[config.mk]
export PLATFORM = sky130hd
export DESIGN_NAME = somador_bcd_3_reg
export DESIGN_NICKNAME = d
export VERILOG_FILES = /design/src/rtl/somador_bcd_3_reg.sv
export SDC_FILE = /design/constraint.sdc
export NUM_CORES = 1
export LEC_CHECK = 0
export ABC_AREA = 1
export ABC_CLOCK_PERIOD_IN_PS = 5900
export BUFFER_PORTS_ARGS = -buffer_cell sky130_fd_sc_hd__buf_2
export CAP_MARGIN = 20
export CORE_MARGIN = 5
export CORE_UTILIZATION = 45
export CTS_CLUSTER_SIZE = 28
export DETAILED_ROUTE_END_ITERATION = 12
export PLACE_DENSITY = 0.86
export SLEW_MARGIN = 20
export SYNTH_ARGS = -nofsm -noshare
export SYNTH_HDL_FRONTEND = slang
export SYNTH_SLANG_ARGS = --single-unit
[constraint.sdc]
create_clock -name clk -period 5.9 [get_ports clk]
set_clock_uncertainty 0.1 [all_clocks]
set_input_delay 1.18 -clock clk [delete_from_list [all_inputs] [get_ports clk]]
set_output_delay 1.18 -clock clk [all_outputs]
set_load 0.03 [all_outputs]
[src/rtl/somador_bcd_3_reg.sv]
// Registered 3-digit BCD adder: {cout,sum} = a + b + cin, one clock of latency.
// Optional input-digit checking on bcd_err is built when BCD_CHECK_EN is defined.
module somador_bcd_3_reg (
  input  logic        clk,
  input  logic        rst_n,
  input  logic        in_valid,
  input  logic [11:0] a,
  input  logic [11:0] b,
  input  logic        cin,
  output logic [11:0] sum,
  output logic        cout,
  output logic        out_valid,
  output logic        bcd_err
);

  // One decimal digit cell: returns {carry_out, digit}. Non-BCD inputs follow
  // the same rule, so the result stays deterministic.
  function automatic logic [4:0] bcd_cell(input logic [3:0] x,
                                          input logic [3:0] y,
                                          input logic       c);
    logic [4:0] t;
    logic [4:0] adj;
    t   = {1'b0, x} + {1'b0, y} + {4'b0000, c};
    adj = t + 5'd6;
    if (t > 5'd9) begin
      bcd_cell = {1'b1, adj[3:0]};
    end else begin
      bcd_cell = {1'b0, t[3:0]};
    end
  endfunction

  // True when a 4-bit digit is outside 0..9.
  function automatic logic digit_bad(input logic [3:0] d);
    digit_bad = (d > 4'd9);
  endfunction

  logic [4:0]  cell0_s;
  logic [4:0]  cell1_s;
  logic [4:0]  cell2_s;
  logic [11:0] sum_d;
  logic        cout_d;
  logic [11:0] sum_q;
  logic        cout_q;
  logic        out_valid_q;

  // Ripple-carry chain through the three digit cells.
  always_comb begin
    cell0_s = bcd_cell(a[3:0],  b[3:0],  cin);
    cell1_s = bcd_cell(a[7:4],  b[7:4],  cell0_s[4]);
    cell2_s = bcd_cell(a[11:8], b[11:8], cell1_s[4]);
    sum_d   = {cell2_s[3:0], cell1_s[3:0], cell0_s[3:0]};
    cout_d  = cell2_s[4];
  end

  // Output register: capture on in_valid, hold otherwise; reset wins.
  always_ff @(posedge clk) begin
    if (!rst_n) begin
      sum_q       <= 12'h000;
      cout_q      <= 1'b0;
      out_valid_q <= 1'b0;
    end else if (in_valid) begin
      sum_q       <= sum_d;
      cout_q      <= cout_d;
      out_valid_q <= 1'b1;
    end else begin
      sum_q       <= sum_q;
      cout_q      <= cout_q;
      out_valid_q <= 1'b0;
    end
  end

`ifdef BCD_CHECK_EN
  logic bcd_err_d;
  logic bcd_err_q;

  // OR of the per-digit range checks over both operands.
  always_comb begin
    bcd_err_d = digit_bad(a[3:0]) | digit_bad(a[7:4]) | digit_bad(a[11:8]) |
                digit_bad(b[3:0]) | digit_bad(b[7:4]) | digit_bad(b[11:8]);
  end

  // Error flag follows the same capture/hold rule as the sum.
  always_ff @(posedge clk) begin
    if (!rst_n) begin
      bcd_err_q <= 1'b0;
    end else if (in_valid) begin
      bcd_err_q <= bcd_err_d;
    end else begin
      bcd_err_q <= bcd_err_q;
    end
  end

  assign bcd_err = bcd_err_q;
`else
  assign bcd_err = 1'b0;
`endif

  assign sum       = sum_q;
  assign cout      = cout_q;
  assign out_valid = out_valid_q;

endmodule

==> results of run 1 <==
-- where the power goes --
part / switching, uW / leakage (uW) / internal (uW) / total (uW)
clock: 31.9 / 0.0000210 / 37.6 / 69.4
combinational: 172 / 0.000924 / 150 / 322
sequential: 6.15 / 0.000116 / 107 / 113
total: 210 / 0.00106 / 295 / 505
-- synth_stat cells (all sizes together) --
cell / instances
nand2: 47
inv: 35
nand3: 18
nor2: 18
a21oi: 16
dfxtp: 14
ha: 14
o21ai: 10
fa: 6
buf: 3
and2: 2
o21bai: 2
conb: 1
nand3b: 1
-- what timing repair did --
item	in CTS	in global routing
hold endpoints to repair	0	0
gates cloned	0	0
resized for setup	8	21
endpoints found under the setup margin	4	4
pin swaps	11	21
buffers inserted	10	8
-- worst reg2reg max path, stage by stage (launching register included) --
cell	delay [ns]
dfxtp_1	0.35
nor2_1	0.05
nor2_1	0.13
o21ai_2	0.06
inv_1	0.05
-- cell families (layout without fill, tap and decap cells) --
logic type,count (synthesis),count (layout)
compound gates,28,28
buf+inv,38,113
simple gates,86,86
other cells,1,1
fa+ha+maj,20,20
flops,14,14
-- cells in the final DEF, fill, tap and decap left out --
cell type,count
buf_2,39
buf_4,33
nand2_1,30
inv_1,22
nand3_1,16
nor2_1,15
nand2_2,14
dfxtp_1,14
inv_2,11
a21oi_1,10
ha_1,9
o21ai_0,6
fa_2,6
a21oi_2,5
ha_4,4
nand2_4,3
nor2_2,3
o21ai_2,3
clkbuf_4,3
inv_4,2
o21bai_1,2
and2_4,2
buf_6,2
a21oi_4,1
nand3_2,1
nand3_4,1
o21ai_1,1
nand3b_1,1
ha_2,1
conb_1,1
clkbuf_8,1
-- worst paths after layout --
path / end / cells past startpoint / slack [ns] / start
max: sum[10]$_SDFFE_PN0P_ / 36 / -0.13 / a[0]
min reg2reg: sum[2]$_SDFFE_PN0P_ / 2 / 0.37 / sum[2]$_SDFFE_PN0P_
max reg2reg: cout$_SDFFE_PN0P_ / 4 / 5.11 / cout$_SDFFE_PN0P_
min: sum[2]$_SDFFE_PN0P_ / 2 / 0.37 / sum[2]$_SDFFE_PN0P_
-- area by class of cell --
type,count,share of cell area (%)
clock buffers,4,1.859
flip-flops and latches,14,14.36
inverters,35,6.987
repair buffers,74,23.85
multi-input cells,135,50.96
well taps,31,1.987
-- per-layer routing --
metal  GRT usage (%)  vias up  wire (um)
met5               0        -          0
met4           4.675        0         44
met3           4.203        6        252
met2           29.77       54       1899
met1           15.57      647       1295
li1                -      740          -
-- state kept, by name, indices dropped and copies added (netlist names) --
register,flops
cout,1
out_valid,1
sum,12
-- per-stage QoR --
step	util (%)	setup WS (ns)	total power [uW]	area, um^2	TNS, ns
2_1_floorplan	-	-0.1272	285.3	1346	-0.3442
3_3_place_gp	61.12	-0.3362	355.4	1685	-1.194
3_5_place_dp	61.12	-0.4618	363.4	1685	-1.674
4_1_cts	66.20	-0.01178	458.4	1826	-0.01178
5_1_grt	70.78	-0.3873	544.7	1952	-1.500
6_report	70.78	-0.1328	504.7	1952	-0.4542
==> results.toml, run 1 <==
[timing]
min_period_ns = 6.033
finalCritPeriodShare_pct = 102.3
drv_slew = 0
rsz0062_at_grt = "yes"
finalHoldViolations = 0
setup_violations = 4
fin_hold_ws_ns = 0.3716
max_freq_mhz = 165.8
fin_ws_ns = -0.1328

[grt]
grt_max_degree = 20
antenna_found_initial = 0
grt_overflow = 0
grt_pass1_vias = 1387
track_usage_pct = 15.34
grt_pass1_wl_um = 5230

[synth]
synth_top_family_by_area = "simple AND/OR/NAND/NOR gates"
ys_seq_area_share_pct = 21.52
yosysTopAreaCell = "dfxtp_1"
avgSynthCellArea_um2 = 6.965
synth_fp_nets = 235
synth-xor-area-share_pct = 0
synthCells = 187
ys_top_cells_by_area = "dfxtp_1, ha_1, nand2_1, fa_1, inv_1"
synth-adder-area-share_pct = 22.67
synth_top_area_share_pct = 21.52
ys_ff_latch = 14
synthMuxAreaShare_pct = 0
yosysWarnings = 0
yosysUniqueCellTypes = 24
synthSimpleGateAreaFrac_pct = 30.64
synth_area_um2 = 1302
synth_compound_area_share_pct = 13.45

[finish]
multi_input_area_um2 = 994.7
fillCellCount = 225
final_cells = 293
register_area_um2 = 280.3
num-nets-final = 311
diodes = 0
drive_gt1_share_pct = 51.53
syn_to_final_growth_pct = 49.86

[die]
core_area_um2 = 2758
num_io_pins = 43
die_height_um = 63.80
die_area_um2 = 4070
start_util_pct = 47.23
dieWidth_um = 63.80
rows = 19

[clock_tree]
clock-sinks = 14
cts_tree = "yes"
cts.clk_slew.worst_paths_ns = 0.09
clock_latency_ns = 0.28
cts-root-buf = "clkbuf_4"
cts.hold.buffers_added = 0
clock_path_buffers = 2
cts_made_buffers = 3
cts.htree.levels = 1

[setup_path]
crit_required_ns = 5.97
crit_fanout = 3
crit_path_end_kind = "register"
worstSetupPathType = "in2reg"
cp_num_buf_inv = 13
crit_slowest_cell = "fa_2"
critPathMostFrequentCell = "inv_2"
cp-start-kind = "primary input"
critPathTopFamily = "adder cells"
cp_slowest_stage_delay_ns = 0.58
worstPathArrival_ns = 6.11

[drt]
wl_per_cell_um = 11.92
routed_wirelength_um = 3492
vias = 1447
viasPerCell = 4.939
drtIter0Drc = 77
final_antenna_net_count = 0
drc = 0
drtPass1Iterations = 4

[power_and_ir_drop]
irDropWorstVdd_mv = 0.2687
power_density_nw_per_um2 = 258.5
p_leak_uw = 0.001062

[outcome]
violations = "setup timing"
status = "finished with violations"

[placed_design]
port_buffers = 41
place_hpwl_um = 2417
dp.cells = 271
finalWeightedCongestion = 0.8444

[job]
maxCapViolations = 0

[worst_hold_path]
hold_class = "reg2reg"
No activity file was read; power rests on OpenSTA's default activity.
==> inputs of run 2 (changes only) <==
--- a/config.mk
+++ b/config.mk
@@ -7,13 +7,14 @@
 export LEC_CHECK = 0
 export ABC_AREA = 1
 export ABC_CLOCK_PERIOD_IN_PS = 5900
-export BUFFER_PORTS_ARGS = -buffer_cell sky130_fd_sc_hd__buf_2
 export CAP_MARGIN = 20
 export CORE_MARGIN = 5
-export CORE_UTILIZATION = 45
+export CORE_UTILIZATION = 55
 export CTS_CLUSTER_SIZE = 28
 export DETAILED_ROUTE_END_ITERATION = 12
-export PLACE_DENSITY = 0.86
+export DONT_BUFFER_PORTS = 1
+export PLACE_DENSITY = 0.84
+export REMOVE_ABC_BUFFERS = 1
 export SLEW_MARGIN = 20
 export SYNTH_ARGS = -nofsm -noshare
 export SYNTH_HDL_FRONTEND = slang
==> results.toml, run 2 (synthesis gave the netlist of run 1 again) <==
[outcome]
status = "finished with violations"
violations = "setup timing"

[finish]
diodes = 0
final_common_cell = "nand2_1"
layout_common_cells = "nand2_1, buf_4, inv_1"
syn_to_final_growth_pct = 30.36
largest_reg_flops = 12
num-nets-final = 268
drive_gt1_share_pct = 39.73
finish.utilization_pct = 76.02

[clock_tree]
cts.htree.levels = 1
cts.hold.buffers_added = 0
clock-sinks = 14
clock_latency_ns = 0.27
cts.clk_slew.worst_paths_ns = 0.08
cts_made_buffers = 3
clock_path_buffers = 2
cts_tree = "yes"
cts-root-buf = "clkbuf_4"

[die]
rows = 17
die_height_um = 58.67
dieWidth_um = 58.67
core_area_um2 = 2233
die_area_um2 = 3442
num_io_pins = 43
start_util_pct = 58.32

[power_and_ir_drop]
irDropWorstVdd_mv = 0.1691
p_int_uw = 276.6
power.switching_uw = 199.5
seqPwrFrac_pct = 29.3
p_leak_uw = 0.0008736
total_power_uw = 476.2
combPwrFrac_pct = 56.4
p_sw_share_pct = 41.91
p_clk_share_pct = 14.3
power_density_nw_per_um2 = 280.5

[drt]
wl_per_cell_um = 14.00
vias = 1300
routed_wirelength_um = 3459
drtPass1Iterations = 4
final_antenna_net_count = 0
viasPerCell = 5.263
drtIter0Drc = 34
drc = 0

[grt]
grt_pass1_wl_um = 5423
grt_pass1_vias = 1316
grt_max_degree = 20
grt_overflow = 0
antenna_found_initial = 0
track_usage_pct = 20.20

[setup_path]
crit_fanout = 5
cp_slowest_stage_delay_ns = 0.56
cp-start-kind = "primary input"
crit_path_end_kind = "register"
critPathMostFrequentCell = "inv_2"
worstSetupPathType = "in2reg"
worstPathArrival_ns = 6.08
crit_required_ns = 5.98
crit_slowest_cell = "fa_2"

[placed_design]
finalWeightedCongestion = 0.8436
place_hpwl_um = 2446
port_buffers = 0

[timing]
drv_slew = 0
max_freq_mhz = 166.4
fin_hold_ws_ns = 0.5329
finalCritPeriodShare_pct = 101.8
fin_ws_ns = -0.1083
finalHoldViolations = 0
setup_violations = 4
tns_ns = -0.2481
min_period_ns = 6.008
rsz0062_at_grt = "yes"

[worst_hold_path]
hold_class = "reg2reg"

[job]
maxCapViolations = 0
-- run 2: cell types whose count changed in the layout (fill, tap and decap cells not counted), sizes merged --
cell,change
buf,-43
-- run 2: worst max-delay path: cells and delay by family --
kind | cells | cell delay, ns
simple gates | 11 | 0.79
compound gates | 4 | 0.42
buf+inv | 12 | 0.70
fa+ha+maj | 9 | 2.94
-- run 2: path summary, 6_finish.rpt --
kind              cells after the start                    to                  from  slack (ns)
setup / recovery                     36   sum[9]$_SDFFE_PN0P_                  a[0]       -0.11
hold / removal                        2  sum[10]$_SDFFE_PN0P_  sum[10]$_SDFFE_PN0P_        0.53
setup reg to reg                      4     cout$_SDFFE_PN0P_     cout$_SDFFE_PN0P_        4.93
hold reg to reg                       2  sum[10]$_SDFFE_PN0P_  sum[10]$_SDFFE_PN0P_        0.53
-- run 2: layer usage --
layer	GRT usage (%)	wire length, um	up-vias
met5	0	0	-
met4	8.091	114	0
met3	7.237	280	12
met2	38.60	1853	52
met1	19.39	1211	584
li1	-	-	652
-- run 2: what timing repair did --
| action | in CTS | in global routing |
|---|---|---|
| gates resized for setup | 24 | 15 |
| pin swaps | 11 | 20 |
| setup buffers | 11 | 5 |
| endpoints found under the setup margin | 4 | 4 |
-- run 2: power groups by stage --
stage	registers, uW	logic [uW]	clock network, uW
after floorplan	139	131	0
after global placement	142	174	0
after detailed placement	142	184	0
after CTS	140	232	70.1
after global routing	141	298	75.2
final	139	269	68.1
-- run 2: metrics by stage --
stage / cell area [um^2] / instances / setup WS [ns]
floorplan: 1285 / 184 / -0.3641
global placement: 1433 / 227 / -0.3660
detailed placement: 1433 / 227 / -0.5867
CTS: 1622 / 242 / 0.003181
global route: 1698 / 247 / -0.3374
finish: 1698 / 247 / -0.1083
-- run 2: area by class of cell --
| cell class | instances | area, um^2 |
|---|---|---|
| Sequential cell | 14 | 280.3 |
| Multi-Input combinational cell | 135 | 973.4 |
| Tap cell | 28 | 35.03 |
| Clock buffer | 4 | 36.28 |
| Timing Repair Buffer | 31 | 236.5 |
| Fill cell | 161 | 535.5 |
| Inverter | 35 | 136.4 |
